<file path="src/rtl/mips_cpu_alu_pkg.sv">
// Shared ALU definitions for the MIPS execute stage.
// Holds the 5-bit ALU control codes used by the decoder, the ALU and the
// HI/LO unit. Also holds the divider sequencing state enum and a helper
// that recognises the HI/LO control codes.
package mips_cpu_alu_pkg;

  localparam logic [4:0] ALU_MULTU = 5'b00111;
  localparam logic [4:0] ALU_MULT  = 5'b01000;
  localparam logic [4:0] ALU_DIV   = 5'b01111;
  localparam logic [4:0] ALU_DIVU  = 5'b10000;
  localparam logic [4:0] ALU_MTHI  = 5'b10001;
  localparam logic [4:0] ALU_MTLO  = 5'b10010;
  localparam logic [4:0] ALU_MFHI  = 5'b11010;
  localparam logic [4:0] ALU_MFLO  = 5'b11011;

  typedef enum logic [1:0] {
    DIV_IDLE = 2'd0,
    DIV_RUN  = 2'd1,
    DIV_FIX  = 2'd2
  } div_state_e;

  // True for every control code the HI/LO unit executes.
  function automatic logic is_hilo_op(input logic [4:0] code);
    logic hit;
    hit = 1'b0;
    case (code)
      ALU_MULTU, ALU_MULT, ALU_DIV, ALU_DIVU,
      ALU_MTHI, ALU_MTLO, ALU_MFHI, ALU_MFLO: hit = 1'b1;
      default:                                hit = 1'b0;
    endcase
    return hit;
  endfunction

endpackage

</file>
<file path="src/rtl/mips_cpu_divider.sv">
// Iterative unsigned 32/32 restoring divider, one quotient bit per cycle.
// Ports:
//   clk, reset  - clock and synchronous active-high reset
//   start       - load dividend/divisor and begin 32 iterations
//   dividend    - unsigned dividend
//   divisor     - unsigned divisor
//   done        - high in the cycle that performs the final iteration;
//                 quotient/remainder are final in the following cycle
//   quotient    - quotient register
//   remainder   - remainder register
// A zero divisor naturally yields quotient = all ones, remainder = dividend.
module mips_cpu_divider (
  input  logic        clk,
  input  logic        reset,
  input  logic        start,
  input  logic [31:0] dividend,
  input  logic [31:0] divisor,
  output logic        done,
  output logic [31:0] quotient,
  output logic [31:0] remainder
);

  logic [31:0] quo_q, quo_d;
  logic [31:0] rem_q, rem_d;
  logic [31:0] dvs_q, dvs_d;
  logic [5:0]  cnt_q, cnt_d;
  logic [32:0] rem_shift;
  logic [32:0] trial;
  logic        fits;

  always_comb begin
    // Bring the next dividend bit into the partial remainder and try to
    // subtract the divisor; keep the difference only when it does not borrow.
    rem_shift = {rem_q, quo_q[31]};
    fits      = (rem_shift >= {1'b0, dvs_q});
    trial     = rem_shift - {1'b0, dvs_q};
    quo_d     = quo_q;
    rem_d     = rem_q;
    dvs_d     = dvs_q;
    cnt_d     = cnt_q;
    if (start) begin
      quo_d = dividend;
      rem_d = '0;
      dvs_d = divisor;
      cnt_d = 6'd32;
    end else if (cnt_q != 6'd0) begin
      cnt_d = cnt_q - 6'd1;
      if (fits) begin
        rem_d = trial[31:0];
        quo_d = {quo_q[30:0], 1'b1};
      end else begin
        rem_d = rem_shift[31:0];
        quo_d = {quo_q[30:0], 1'b0};
      end
    end
  end

  always_ff @(posedge clk) begin
    if (reset) begin
      quo_q <= '0;
      rem_q <= '0;
      dvs_q <= '0;
      cnt_q <= '0;
    end else begin
      quo_q <= quo_d;
      rem_q <= rem_d;
      dvs_q <= dvs_d;
      cnt_q <= cnt_d;
    end
  end

  assign done      = (cnt_q == 6'd1);
  assign quotient  = quo_q;
  assign remainder = rem_q;

endmodule

</file>
<file path="src/rtl/mips_cpu_hilo_unit.sv">
// MIPS multiply/divide unit holding the architectural HI and LO registers.
// Executes MULT/MULTU (single cycle), DIV/DIVU (33 busy cycles), MTHI/MTLO
// and MFHI/MFLO. Stalls any HI/LO instruction while a divide is running.
// Ports:
//   clk, reset   - clock and synchronous active-high reset
//   en           - execute stage holds a valid instruction
//   alucontrol   - 5-bit ALU control code
//   a, b         - rs / rt operands
//   busy         - divide in progress
//   stall        - hold the instruction in execute this cycle
//   result       - MFHI/MFLO read data, zero for other codes
//   hi, lo       - HI and LO registers
//   div_by_zero  - sticky: the last divide had b == 0
module mips_cpu_hilo_unit
  import mips_cpu_alu_pkg::*;
#(
  parameter int WIDTH = 32
) (
  input  logic             clk,
  input  logic             reset,
  input  logic             en,
  input  logic [4:0]       alucontrol,
  input  logic [WIDTH-1:0] a,
  input  logic [WIDTH-1:0] b,
  output logic             busy,
  output logic             stall,
  output logic [WIDTH-1:0] result,
  output logic [WIDTH-1:0] hi,
  output logic [WIDTH-1:0] lo,
  output logic             div_by_zero
);

  div_state_e        state_q;
  logic [WIDTH-1:0]  hi_q, lo_q;
  logic [WIDTH-1:0]  a_q;          // raw dividend, returned in HI on divide by zero
  logic              neg_quo_q;
  logic              neg_rem_q;
  logic              zero_q;
  logic              dbz_q;

  logic              hilo_op;
  logic              accept;
  logic              is_div;
  logic              is_sdiv;
  logic              mul_signed;
  logic [WIDTH-1:0]  a_mag, b_mag;
  logic [2*WIDTH-1:0] a_ext, b_ext, product;
  logic              div_done;
  logic [WIDTH-1:0]  div_quo, div_rem;
  logic [WIDTH-1:0]  quo_fix, rem_fix;

  assign hilo_op = is_hilo_op(alucontrol);
  assign busy    = (state_q != DIV_IDLE);
  assign stall   = en & hilo_op & busy;
  assign accept  = en & hilo_op & ~busy;

  assign is_sdiv = (alucontrol == ALU_DIV);
  assign is_div  = is_sdiv | (alucontrol == ALU_DIVU);

  // Signed divide runs on magnitudes; 0x80000000 stays 0x80000000, which is
  // the correct unsigned magnitude.
  assign a_mag = (is_sdiv & a[WIDTH-1]) ? -a : a;
  assign b_mag = (is_sdiv & b[WIDTH-1]) ? -b : b;

  // One multiplier serves both MULT and MULTU: sign- or zero-extend to 64
  // bits and keep the low 64 bits of the product.
  assign mul_signed = (alucontrol == ALU_MULT);
  assign a_ext      = {{WIDTH{mul_signed & a[WIDTH-1]}}, a};
  assign b_ext      = {{WIDTH{mul_signed & b[WIDTH-1]}}, b};
  assign product    = a_ext * b_ext;

  mips_cpu_divider u_divider (
    .clk       (clk),
    .reset     (reset),
    .start     (accept & is_div),
    .dividend  (a_mag),
    .divisor   (b_mag),
    .done      (div_done),
    .quotient  (div_quo),
    .remainder (div_rem)
  );

  // Quotient is negative when operand signs differ; remainder follows the
  // dividend. Both flags are zero for DIVU.
  assign quo_fix = neg_quo_q ? -div_quo : div_quo;
  assign rem_fix = neg_rem_q ? -div_rem : div_rem;

  always_ff @(posedge clk) begin
    if (reset) begin
      state_q   <= DIV_IDLE;
      hi_q      <= '0;
      lo_q      <= '0;
      a_q       <= '0;
      neg_quo_q <= 1'b0;
      neg_rem_q <= 1'b0;
      zero_q    <= 1'b0;
      dbz_q     <= 1'b0;
    end else begin
      unique case (state_q)
        DIV_IDLE: begin
          if (accept) begin
            case (alucontrol)
              ALU_MULT, ALU_MULTU: begin
                hi_q <= product[2*WIDTH-1:WIDTH];
                lo_q <= product[WIDTH-1:0];
              end
              ALU_MTHI: hi_q <= a;
              ALU_MTLO: lo_q <= a;
              ALU_DIV, ALU_DIVU: begin
                a_q       <= a;
                neg_quo_q <= is_sdiv & (a[WIDTH-1] ^ b[WIDTH-1]);
                neg_rem_q <= is_sdiv & a[WIDTH-1];
                zero_q    <= (b == '0);
                dbz_q     <= (b == '0);
                state_q   <= DIV_RUN;
              end
              default: ;
            endcase
          end
        end
        DIV_RUN: begin
          if (div_done) state_q <= DIV_FIX;
        end
        DIV_FIX: begin
          if (zero_q) begin
            lo_q <= '1;
            hi_q <= a_q;
          end else begin
            lo_q <= quo_fix;
            hi_q <= rem_fix;
          end
          state_q <= DIV_IDLE;
        end
        default: state_q <= DIV_IDLE;
      endcase
    end
  end

  always_comb begin
    result = '0;
    if (alucontrol == ALU_MFHI)      result = hi_q;
    else if (alucontrol == ALU_MFLO) result = lo_q;
  end

  assign hi          = hi_q;
  assign lo          = lo_q;
  assign div_by_zero = dbz_q;

endmodule

</file>
<file path="config.mk">
export PLATFORM = sky130hd
export DESIGN_NAME = mips_cpu_hilo_unit
export DESIGN_NICKNAME = d
export VERILOG_FILES = /design/src/rtl/mips_cpu_alu_pkg.sv /design/src/rtl/mips_cpu_divider.sv /design/src/rtl/mips_cpu_hilo_unit.sv
export SDC_FILE = /design/constraint.sdc
export NUM_CORES = 2
export LEC_CHECK = 0
export ABC_AREA = 0
export CAP_MARGIN = 20
export CORE_ASPECT_RATIO = 1.4
export CORE_MARGIN = 1
export CORE_UTILIZATION = 39
export DETAILED_ROUTE_END_ITERATION = 6
export SETUP_SLACK_MARGIN = 0.4
export SLEW_MARGIN = 30
export SYNTH_ARGS = -nofsm -noshare
export SYNTH_HDL_FRONTEND = slang
export SYNTH_SLANG_ARGS = --single-unit
</file>
<file path="constraint.sdc">
create_clock -name clk -period 10.2 [get_ports clk]
set_input_delay 1.53 -clock clk [delete_from_list [all_inputs] [get_ports clk]]
set_output_delay 1.53 -clock clk [all_outputs]
set_load 0.02 [all_outputs]
</file>
After elaboration in Yosys (flattened, before gate mapping)
Memories as Yosys holds them, arrays and structs flattened.
Index checks and enable logic that the tools add are counted.

operators by class
  reduce and logical (&&, ||, !) cells = 13
  eq/ne operators = 16
  mux-type cells = 24
  $mul = 1
  order comparisons = 1
  add/sub/neg operators = 6
  bitwise operators = 12

operators with widths
  operator                                                             number
  32-bit 2-to-1 mux                                                    13
  32-bit case mux with 2 select lines                                  4
  32-bit negator                                                       4
  33-bit by 33-bit multiplier with 64-bit output                       1
  33-bit by 32-bit >= comparator with 1-bit output                     1
  32-bit logical NOT                                                   1
  32-bit subtractor                                                    1
  5-bit == test (second input constant)                                5
  6-bit 2-to-1 mux                                                     2
  3-bit AND reduction                                                  4
  5-bit by 4-bit == test with 1-bit output (second input constant)     2
  1-bit bitwise AND                                                    9
  6-bit by 1-bit == test with 1-bit output (second input constant)     1
  2-bit 2-to-1 mux                                                     3
  3-bit by 1-bit != test with 1-bit output (second input constant)     2
  2-bit nonzero test                                                   3
  6-bit nonzero test                                                   1
  2-bit OR reduction                                                   3
  6-bit by 1-bit subtractor with 6-bit output (second input constant)  1
  5-bit by 3-bit == test with 1-bit output (second input constant)     1
  2-bit != test (second input constant)                                2
  2-bit case mux with 2 select lines                                   1
  2-bit by 1-bit == test with 1-bit output (second input constant)     1
  2-bit == test (second input constant)                                1
  6 further kinds                                                      6

storage, ports and cells
  bits in registers = 203
  memories = 1
  memory bits (read-only) = 32
  input port bits = 72
  logic and storage cells = 86
  output and inout bits = 99

memories
  name              depth  bits a word  read ports  clocked after Yosys merged registers in  wr ports  RTL line                source
  (name not given)  32     1            1           0                                        0         mips_cpu_alu_pkg.sv:26  case (code)

Longest topological paths before layout
  word-level depth = 6
  mapped depth = 33

Cells and area by module
From an unflattened synthesis, not the netlist that was laid out.

unflattened totals
  cell total of the unflattened synthesis = 6244
  area total of the unflattened synthesis = 52519.1 µm²

by module, submodules not included
  module              sequential area each (µm²)  times used  cells each  area each (µm²)
  mips_cpu_hilo_unit  2021.9                      1           5423        46250.6
  mips_cpu_divider    2042.0                      1           821         6268.5

Worst setup path before layout
No wires, ideal clock.

  path kind = input to register
  from = input alucontrol[1]
  to = register hi_q[31] (netlist: hi[31])
  library setup time = 0.091 ns
  data arrival time = 9.650 ns
  path slack = 0.459 ns
  data required time = 10.109 ns
  cell stages on the path = 30
  buffers on the path = 3
  cells stage by stage = clkbuf_1 nor4_1 clkbuf_1 and2_1 clkbuf_1 nand2_1 inv_1 fa_1 inv_1 fa_1 inv_1 fa_1 fa_1 inv_1 fa_1 inv_1 fa_1 inv_1 fa_1 fa_1 inv_1 ha_1 nand3_1 nor3_1 nand2_1 a21oi_1 a21o_1 a31oi_1 or4_1 a311oi_1

between the ends
  longest elaborated chain between the ends = 6

RTL lines
  what                                            RTL line                                             source
  from (decl)                                     mips_cpu_hilo_unit.sv:22                             input logic [4:0] alucontrol,
  5-bit by 4-bit == test with 1-bit output        mips_cpu_hilo_unit.sv:67, mips_cpu_hilo_unit.sv:102
  1-bit bitwise AND, on equally long branches     mips_cpu_hilo_unit.sv:68, mips_cpu_hilo_unit.sv:69
  33-bit by 33-bit multiplier with 64-bit output  mips_cpu_hilo_unit.sv:70                             assign product = a_ext * b_ext;
  32-bit case mux with 2 select lines             mips_cpu_hilo_unit.sv:102                            case (alucontrol)
  32-bit 2-to-1 mux                               mips_cpu_hilo_unit.sv:101                            if (accept) begin
  32-bit case mux with 2 select lines             mips_cpu_hilo_unit.sv:99                             unique case (state_q)
  to (signal assigned)                            mips_cpu_hilo_unit.sv:104                            hi_q <= product[2*WIDTH-1:WIDTH];
  to (signal assigned)                            mips_cpu_hilo_unit.sv:127                            hi_q <= a_q;
  to (signal assigned)                            mips_cpu_hilo_unit.sv:130                            hi_q <= rem_fix;
  to (decl)                                       mips_cpu_hilo_unit.sv:34                             logic [WIDTH-1:0] hi_q, lo_q;

Several ways; a longest one is shown, not always the timed one. The select of a mux whose other input is x is not followed.
A chain may end at the register's enable or synchronous reset.

Worst setup path in the final report
  from = input alucontrol[4]
  to = register hi_q[31] (netlist: hi[31])

Same word-level chain as after synthesis.

==> flow_summary.toml <==
[global_route]
met2_usage_pct = 48.6
grt_pass1_vias = 45625
grt_max_degree = 81
top_usage_layer = "met2"
grt_use_met1_pct = 32.8
gr-usage-all-layers_pct = 27.7
antenna_found_initial = 13
met3_usage_pct = 3.87
gr-total-overflow = 0
grt_pass1_wl_um = 277000

[timing]
max_clock_freq_ghz = 0.106
setup-tns-final_ns = 0
fin_skew_ns = 0.0339
finalCritPeriodShare_pct = 92.8
worst_pin_slew_ns = 1.05
finalSetupViolCount = 0
finalCriticalPeriod_ns = 9.47
finalHoldViolCount = 0
drv_slew = 0
rsz0062_at_grt = "no"
slew_headroom_pct = 30.3

[logic_synthesis]
synth_ff_type = "dfxtp_1"
synth_area_leader_cell = "fa_1"
ys_types = 82
ys_warn_count = 0
synth.top_cell.area_share_pct = 43.6
synth_area_leaders = "fa_1 44%, inv_1 8.8%, dfxtp_1 7.9%"
synth-edff-count = 0
syn_nets = 7534
syn_area_per_cell_um2 = 8.49
synth_seq_area_share_pct = 7.87
synthArstFlopShare_pct = 0
syn-cell-area_um2 = 51700
syn_inst = 6085
ys_seq_elements = 203

[drt]
dr.pass1.iters = 6
wl_per_cell_um = 22.9
dr.first_iter.drc_count = 3007
ant_nets = 0
drc_errors = 0
avgViaCountPerCell = 5.39
vias = 42930
wirelength_um = 183000

[floorplanning]
dieHeight_um = 433
fp.dieW_um = 310
initial_core_util_pct = 39.4
core.rowCount = 157
io_pins = 171
dieArea_um2 = 134000
core_um2 = 131000

[worst_setup_path]
reg2regPathDepth = 12
cp-start-kind = "primary input"
critPathLaunch = "alucontrol[4]"
arrival_ns = 9.83
ff2ff_setup_slack_ns = 6.00
crit_type = "primary input to register"
cp-endpoint = "hi[31]"
max_stage_delay_ns = 0.66
cp_slowest_cell = "fa_2"
required_ns = 10.57
r2r-end = "u_divider.quotient[0]"
crit_top_cell = "fa_1"
timing.rr.start = "u_divider.remainder[0]"
path_max_fanout = 7
endpoint_kind = "register"

[clock_network]
cts.htree.levels = 1
cts_tree = "yes"
holdBufCountCts = 0
cts_root_buffer = "clkbuf_16"
cts_buffer_depth = 3
cts_buffers = 20
cts_sinks = 203
clk_pin_slew_worst_paths_ns = 0.06
clk-insertion-delay-late_ns = 0.55

[final_layout]
final_cell_mix = "1,202 x inv_1, 1,125 x fa_1, 1,019 x nand2_1, 318 x buf_4, 289 x and2_1"
multi_input_area_um2 = 41600
drive_gt1_share_pct = 7.66
area_growth_pct = 10.7
final.fill_count = 13117
regArea_um2 = 4070
final_common_cell = "inv_1"
final_nets = 7649

[min_path]
hold_path_class = "register to register"
whs_path_depth = 2

[placed_design]
place.gp.congestion = 0.958
dp_hpwl_um = 146000
io_buffers = 170

[flow_run]
drv_cap = 0

[status]
status = "completed"
## through the flow
step	hold WS [ns]	util [%]	setup slack, ns	std cells	instance area, um2
finish	0.455	43.6	0.733	7966	57200
global route	0.480	43.6	0.382	7964	57200
CTS	0.456	43.6	0.550	7962	57100
detailed placement	0.447	43.1	0.0280	7926	56400
global placement	0.442	43.0	0.0388	7926	56400
floorplan	0.432	-	0.459	6085	51700
## layer usage
| layer | vias up | wire [um] |
|---|---|---|
| li1 | 18760 | - |
| met1 | 22011 | 68200 |
| met2 | 1652 | 90400 |
| met3 | 493 | 12800 |
| met4 | 14 | 11100 |
| met5 | - | 94 |
## synthesized netlist by cell type, types with 14 or more instances
| master | instances |
|---|---|
| xnor2_1 | 117 |
| a21oi_1 | 233 |
| nor4_1 | 18 |
| a221oi_1 | 17 |
| nand2b_1 | 18 |
| xor2_1 | 96 |
| and2_1 | 290 |
| mux2i_1 | 49 |
| nand3_1 | 46 |
| o211ai_1 | 19 |
| o41ai_1 | 18 |
| o21ai_0 | 175 |
| fa_1 | 1126 |
| ha_1 | 251 |
| clkbuf_1 | 335 |
| o31ai_1 | 32 |
| a31oi_1 | 14 |
| or4_1 | 14 |
| nor3_1 | 47 |
| nand2_1 | 1020 |
| buf_1 | 60 |
| a21o_1 | 46 |
| nor2b_1 | 18 |
| and3_1 | 29 |
| or3_1 | 16 |
| dfxtp_1 | 203 |
| a22o_1 | 35 |
| inv_1 | 1205 |
| a211oi_1 | 96 |
| nand4_1 | 16 |
| o21a_1 | 14 |
| nor2_1 | 256 |
## final cells by class
cell class / count / share of cell area, %
flip-flops and latches: 203 / 7.11
well taps: 1749 / 3.83
clock inverters: 9 / 0.230
repair buffers: 497 / 7.08
diodes: 3 / 0.0131
clock buffers: 27 / 0.991
multi-input cells: 4273 / 72.8
inverters: 1205 / 7.92
## flip-flops by register name (all words and copies together) (netlist names)
name	cells
a_q	32
hi	32
lo	32
u_divider.dvs_q	32
u_divider.quotient	32
u_divider.remainder	32
u_divider.cnt_q	6
state_q	2
div_by_zero	1
neg_quo_q	1
neg_rem_q	1
## critical path, delay by kind of cell
| kind | cells | cell delay [ns] |
|---|---|---|
| AOI/OAI and AO/OA | 3 | 0.41 |
| xor gates and xnor gates | 5 | 1.05 |
| adders and majority gates | 8 | 4.22 |
| buffers and inverters | 10 | 1.69 |
| muxes | 1 | 0.29 |
| and+or+nand+nor | 4 | 0.62 |
## how the worst min path moves through the flow
stage / from / end / slack, ns
after floorplan: u_divider.dvs_q[31] / u_divider.dvs_q[31] / 0.43
after global placement: a_q[12] / a_q[12] / 0.44
after detailed placement: a_q[7] / a_q[7] / 0.45
after CTS: a_q[7] / a_q[7] / 0.46
after global routing: a_q[19] / a_q[19] / 0.48
final: a_q[20] / a_q[20] / 0.45
## what timing repair did
action	CTS	global route
resized for setup	0	12
hold endpoints to repair	0	0
endpoints found under the setup margin	0	17
setup buffers	0	1
## kinds of logic (layout without fill, tap and decap cells)
kind of cell	after synthesis	in the layout	share of synthesized area, %
AND/OR/NAND/NOR	1835	1835	16.1
buffers and inverters	1609	1738	11.7
adder cells (fa/ha/maj)	1377	1377	49.7
AO/OA/AOI/OAI	796	796	9.99
XOR/XNOR	213	213	3.61
flip-flops	203	203	7.87
multiplexers	52	52	1.01
other	0	3	0
Power is left out: the tool's default activity adds up to more than one toggle a clock period on the data nets, which glitch-free logic cannot reach.
